### src/rtl/instr_fetch_unit_pkg.sv
// Shared definitions for the instruction-fetch front end: opcodes, NOP word,
// fetch-state encoding and instruction field positions.
package instr_fetch_unit_pkg;

    // Primary opcodes seen by the control unit
    localparam logic [5:0] OP_RTYPE = 6'b000000;
    localparam logic [5:0] OP_LW    = 6'b100011;
    localparam logic [5:0] OP_SW    = 6'b101011;
    localparam logic [5:0] OP_ANDI  = 6'b001100;
    localparam logic [5:0] OP_ADDI  = 6'b001000;
    localparam logic [5:0] OP_BEQ   = 6'b000100;

    // Word presented to decode when nothing has been fetched yet
    localparam logic [31:0] NOP_WORD = 32'h0000_0000;

    // Instruction size in bytes; also defines the word-alignment mask
    localparam int INSTR_BYTES = 4;

    // Instruction field slice positions
    localparam int OP_MSB    = 31;
    localparam int OP_LSB    = 26;
    localparam int FUNCT_MSB = 5;
    localparam int FUNCT_LSB = 0;

    // FETCH: request outstanding or about to be issued
    // HOLD:  one instruction buffered toward decode, memory idle
    // DROP:  waiting out a request made stale by a redirect
    typedef enum logic [1:0] {
        FETCH = 2'd0,
        HOLD  = 2'd1,
        DROP  = 2'd2
    } fetchState_e;

    function automatic logic [5:0] opField(input logic [31:0] instr);
        return instr[OP_MSB:OP_LSB];
    endfunction

    function automatic logic [5:0] functField(input logic [31:0] instr);
        return instr[FUNCT_MSB:FUNCT_LSB];
    endfunction

endpackage

### src/rtl/instr_fetch_unit_pc_reg.sv
// Program counter: reset value, sequential +4 advance and redirect load.
// A redirect wins over the increment; the low address bits of a redirect
// target are cleared so the PC always stays word aligned.
module instr_fetch_unit_pc_reg
    import instr_fetch_unit_pkg::*;
#(
    parameter int                ADDR_W   = 32,
    parameter logic [ADDR_W-1:0] RESET_PC = '0
) (
    input  logic              clk,
    input  logic              rst,
    input  logic              incEn,
    input  logic              loadEn,
    input  logic [ADDR_W-1:0] loadAddr,
    output logic [ADDR_W-1:0] pc
);

    logic [ADDR_W-1:0] alignedLoad;

    assign alignedLoad = loadAddr & ~ADDR_W'(INSTR_BYTES - 1);

    // PC update: redirect load has priority, otherwise advance one word (wraps)
    always_ff @(posedge clk or posedge rst) begin
        if (rst) begin
            pc <= RESET_PC;
        end else if (loadEn) begin
            pc <= alignedLoad;
        end else if (incEn) begin
            pc <= pc + ADDR_W'(INSTR_BYTES);
        end
    end

endmodule

### src/rtl/instr_fetch_unit.sv
// Instruction-fetch front end. Keeps one request in flight to instruction
// memory, buffers a single fetched instruction toward decode, and handles
// redirects from execute by flushing the buffer and discarding any response
// that belongs to the old instruction stream.
module instr_fetch_unit
    import instr_fetch_unit_pkg::*;
#(
    parameter int                ADDR_W   = 32,
    parameter logic [ADDR_W-1:0] RESET_PC = 32'h0000_0000
) (
    input  logic              clk,
    input  logic              rst,
    output logic              imem_req,
    output logic [ADDR_W-1:0] imem_addr,
    input  logic              imem_rdy,
    input  logic [31:0]       imem_rdata,
    output logic              if_valid,
    input  logic              id_ready,
    output logic [31:0]       if_instr,
    output logic [5:0]        if_op,
    output logic [5:0]        if_funct,
    output logic [ADDR_W-1:0] if_pc,
    input  logic              br_taken,
    input  logic [ADDR_W-1:0] br_target
);

    fetchState_e       state;
    logic [ADDR_W-1:0] pc;
    logic [ADDR_W-1:0] dropAddr;
    logic              reqReg;
    logic              validReg;
    logic [31:0]       instrReg;
    logic [ADDR_W-1:0] instrPcReg;
    logic              pcInc;

    // The PC only advances when a live response is captured into the buffer
    assign pcInc = (state == FETCH) && reqReg && imem_rdy && !br_taken;

    instr_fetch_unit_pc_reg #(
        .ADDR_W   (ADDR_W),
        .RESET_PC (RESET_PC)
    ) pcReg (
        .clk      (clk),
        .rst      (rst),
        .incEn    (pcInc),
        .loadEn   (br_taken),
        .loadAddr (br_target),
        .pc       (pc)
    );

    // Fetch FSM with the decode-side buffer; the request line is registered
    // so it is low straight out of reset and rises on the first clock
    always_ff @(posedge clk or posedge rst) begin
        if (rst) begin
            state      <= FETCH;
            reqReg     <= 1'b0;
            dropAddr   <= RESET_PC;
            validReg   <= 1'b0;
            instrReg   <= NOP_WORD;
            instrPcReg <= RESET_PC;
        end else begin
            case (state)
                FETCH: begin
                    if (!reqReg) begin
                        reqReg <= 1'b1;
                    end else if (br_taken) begin
                        validReg <= 1'b0;
                        if (!imem_rdy) begin
                            dropAddr <= pc;
                            state    <= DROP;
                        end
                    end else if (imem_rdy) begin
                        instrReg   <= imem_rdata;
                        instrPcReg <= pc;
                        validReg   <= 1'b1;
                        reqReg     <= 1'b0;
                        state      <= HOLD;
                    end
                end
                HOLD: begin
                    if (br_taken || id_ready) begin
                        validReg <= 1'b0;
                        reqReg   <= 1'b1;
                        state    <= FETCH;
                    end
                end
                DROP: begin
                    validReg <= 1'b0;
                    if (imem_rdy) begin
                        state <= FETCH;
                    end
                end
                default: begin
                    validReg <= 1'b0;
                    reqReg   <= 1'b1;
                    state    <= FETCH;
                end
            endcase
        end
    end

    assign imem_req  = reqReg;
    assign imem_addr = (state == DROP) ? dropAddr : pc;
    assign if_valid  = validReg;
    assign if_instr  = instrReg;
    assign if_op     = opField(instrReg);
    assign if_funct  = functField(instrReg);
    assign if_pc     = instrPcReg;

endmodule

### config.mk
export PLATFORM = sky130hd
export DESIGN_NAME = instr_fetch_unit
export DESIGN_NICKNAME = d
export VERILOG_FILES = /design/src/rtl/instr_fetch_unit_pkg.sv /design/src/rtl/instr_fetch_unit_pc_reg.sv /design/src/rtl/instr_fetch_unit.sv
export SDC_FILE = /design/constraint.sdc
export NUM_CORES = 1
export LEC_CHECK = 0
export CAP_MARGIN = 20
export CORE_ASPECT_RATIO = 0.6
export CORE_UTILIZATION = 25
export CTS_BUF_LIST = sky130_fd_sc_hd__clkbuf_2 sky130_fd_sc_hd__clkbuf_4 sky130_fd_sc_hd__clkbuf_8
export CTS_CLUSTER_DIAMETER = 80
export DETAILED_ROUTE_END_ITERATION = 12
export GPL_TIMING_DRIVEN = 0
export PLACE_DENSITY_LB_ADDON = 0.15
export SYNTH_ARGS = -nofsm -noshare
export SYNTH_HDL_FRONTEND = slang
export SYNTH_HIERARCHICAL = 1
export SYNTH_SLANG_ARGS = --single-unit
export TNS_END_PERCENT = 20
### constraint.sdc
create_clock -name clk -period 5.9 [get_ports clk]
set_input_delay 1.18 -clock clk [delete_from_list [all_inputs] [get_ports clk]]
set_output_delay 1.18 -clock clk [all_outputs]
set_load 0.05 [all_outputs]
==> qor.txt <==
status - finished, violations left
violated checks - design-rule violations
DRT Pass-1 Iters - 8
highest-count cells in the layout ignoring fill and taps - clkdlybuf4s50_1 (176), dfrtp_1 (130), mux2_2 (101)
top cell type's share of synthesized area - 53.0%
power per cell area - 514 nW/um2
post-CTS sizing - 0
# setup viols final - 0
reg-to-reg setup timing slack - 3.06 ns
clock tree sinks - 130
CP Cell Sequence - nand2b_1 -> buf_2 -> buf_2 -> mux2_2 -> clkdlybuf4s50_1
EDFF count, synth - 0
Critical Path Slowest Stage Cell - clkdlybuf4s50_1
H-tree depth - 4
cts hold-fix bufs - 0
postcts setup bufs - 0
Hold WS - 0.505 ns
crit end category - output port
DIE AREA - 25200 um2
1st-iter DRT viols - 194
share of layout cells above drive strength 1 - 30.1%
Worst path most repeated cell - buf_2
delay-heaviest family, CP - buffers and inverters
fill count - 2345
post-synth top area cell - dfrtp_1
FF+latch area - 3250 um2
Die X - 204 um
pin count of the biggest net entering global routing - 68
CP arrival - 2.77 ns
Placement Rows - 44
Buf+Inv Stages, Crit Path - 3
Port Buffers - 176
commonest non-fill, non-tap cell in the layout - clkdlybuf4s50_1
worst slew pin tran - 0.665 ns
diodes inserted - 0
Placer Congestion - 0.740
multi-input logic area - 2590 um2
Max Cap Viol - 0
sequential area share after synthesis - 53.0%
Syn Inst Count - 470
clk slew on worst S/H paths - 0.07 ns
CP Launch Type - flip-flop
clock skew - 0.0132 ns
first-pass GRT wire length - 27200 um
setup tns final - 0 ns
TritonCTS clock tree - done
Crit Path Class - reg2out
CTS root buffer - clkbuf_8
HPWL Detailed - 13300 um
CP max stage delay - 0.71 ns
initial antenna violation count - 0
drt wl/cell - 18.0 um
Leakage - 3.58 nW
min Tclk post-route - 3.95 ns
synth unique cells - 42
Bufs on Longest Clock Path - 2
relative slew slack - 55.6%
Syn Area/Cell - 13.1 um2
max frequency - 253 MHz
vias per std cell - 4.46
worst vdd ir - 216 uV
Final period util - 66.9%
Top FF cell, synth - dfrtp_1
RSZ-0062 raised after global routing - no
synth top area cells - dfrtp_1 (53%), mux2_2 (19%), mux2_4 (6.6%)
Slew Viols, Final - 0
core area - 24200 um2
final net count - 738
Initial Utilization - 25.4%
CTS buffer count - 17
# IOs - 179
Synth Cell Area - 6140 um2
area grow syn2layout - 43.1%
number of global-route vias before repair - 4592
total grt overflow - 0
Worst EP required - 4.72 ns
Worst Hold Class - reg2reg
CP max FO - 10
Antenna Nets Post-Route - 0
gr usage total - 14.7%
DR vias - 4476
Async SR Flop Fraction - 100%
Seq cells post-synth - 130
DRC - 1
Final Hold Viols - 0
synth warn - 6
clock latency on the worst-skew pair - 0.45 ns
Routed WL - 18000 um
Die Span Y - 123 um
[final timing paths]
check / from / endpoint / cells after the start
max in group asynchronous: rst / if_pc[1] / 3
min in group asynchronous: rst / if_pc[12] / 2
setup reg to reg: state[1] / pcReg/pc[30] / 10
hold reg to reg: dropAddr[30] / dropAddr[30] / 1
hold / removal: dropAddr[30] / dropAddr[30] / 1
setup / recovery: state[0] / imem_addr[17] / 5
[layer usage]
metal	GRT usage, %	wire [um]	part of all wire, %	up-vias
met1	21.6	9340	52	2274
met4	4.06	149	0.83	0
met2	20.7	7740	43	84
met5	0	0	0	-
met3	4.06	772	4.3	12
li1	-	-	-	2106
[flip-flops by register name, indices dropped and copies added (netlist names)]
register / flops
if_pc: 32
if_valid: 1
dropAddr: 32
state: 2
if_instr: 32
pcReg/pc: 30
imem_req: 1
[Yosys cell counts (2+ instances only)]
cell type / n
nand2_1: 28
o31ai_1: 6
and4_2: 2
nand3_1: 13
nand4_4: 2
nand2b_1: 3
clkbuf_1: 6
a31oi_1: 12
and3_1: 4
buf_2: 11
o211ai_1: 4
inv_1: 4
nor2_1: 17
mux2_2: 101
buf_4: 14
mux2_4: 27
o31a_1: 2
or4b_1: 2
and4_1: 3
mux2i_1: 2
xor2_1: 10
dfrtp_1: 130
buf_6: 9
nor4b_1: 2
xnor2_1: 3
o21ai_0: 19
or3_1: 3
or4_1: 9
nand4_1: 9
[metrics by stage]
step	instance area (um2)	utilization, %	total power, mW	setup WS [ns]	std cells
after floorplan	6150	-	2.96	2.10	471
after global placement	8310	34.4	3.70	0.306	969
after detailed placement	8370	34.6	3.73	1.70	971
after CTS	8790	36.4	4.59	1.90	1003
after global routing	8790	36.4	4.75	1.82	1003
final	8790	36.4	4.52	1.95	1003
[power by group]
group / internal (mW) / switching [mW] / total [mW]
clock: 0.459 / 0.365 / 0.824
combinational: 0.913 / 1.37 / 2.28
sequential: 1.21 / 0.208 / 1.41
[worst register-to-register path, delay by kind of cell (launching register included)]
kind	cells	cell delay [ns]
compound gates	2	0.53
buf+inv	4	0.75
flops	1	0.42
simple gates	4	0.99
[kinds of logic (layout without fill, tap and decap cells)]
group	count (synthesis)	in the layout	share of synthesized area [%]
xor gates and xnor gates	13	13	1.85
other	1	2	0.0611
AOI/OAI and AO/OA	47	47	4.79
buffers and inverters	45	255	4.93
and+or+nand+nor	103	103	9.76
muxes	130	130	25.4
adders and majority gates	1	1	0.204
DFF	130	130	53.0
[area by class of cell]
| type | instances | area share (%) |
|---|---|---|
| clock inverters | 9 | 1.48 |
| multi-input cells | 296 | 29.5 |
| plain buffers | 40 | 3.23 |
| repair buffers | 178 | 20.7 |
| flip-flops and latches | 130 | 37.0 |
| well taps | 322 | 4.58 |
| clock buffers | 23 | 3.32 |
| inverters | 5 | 0.242 |
Note: power is estimated with default switching activity, not from simulation.
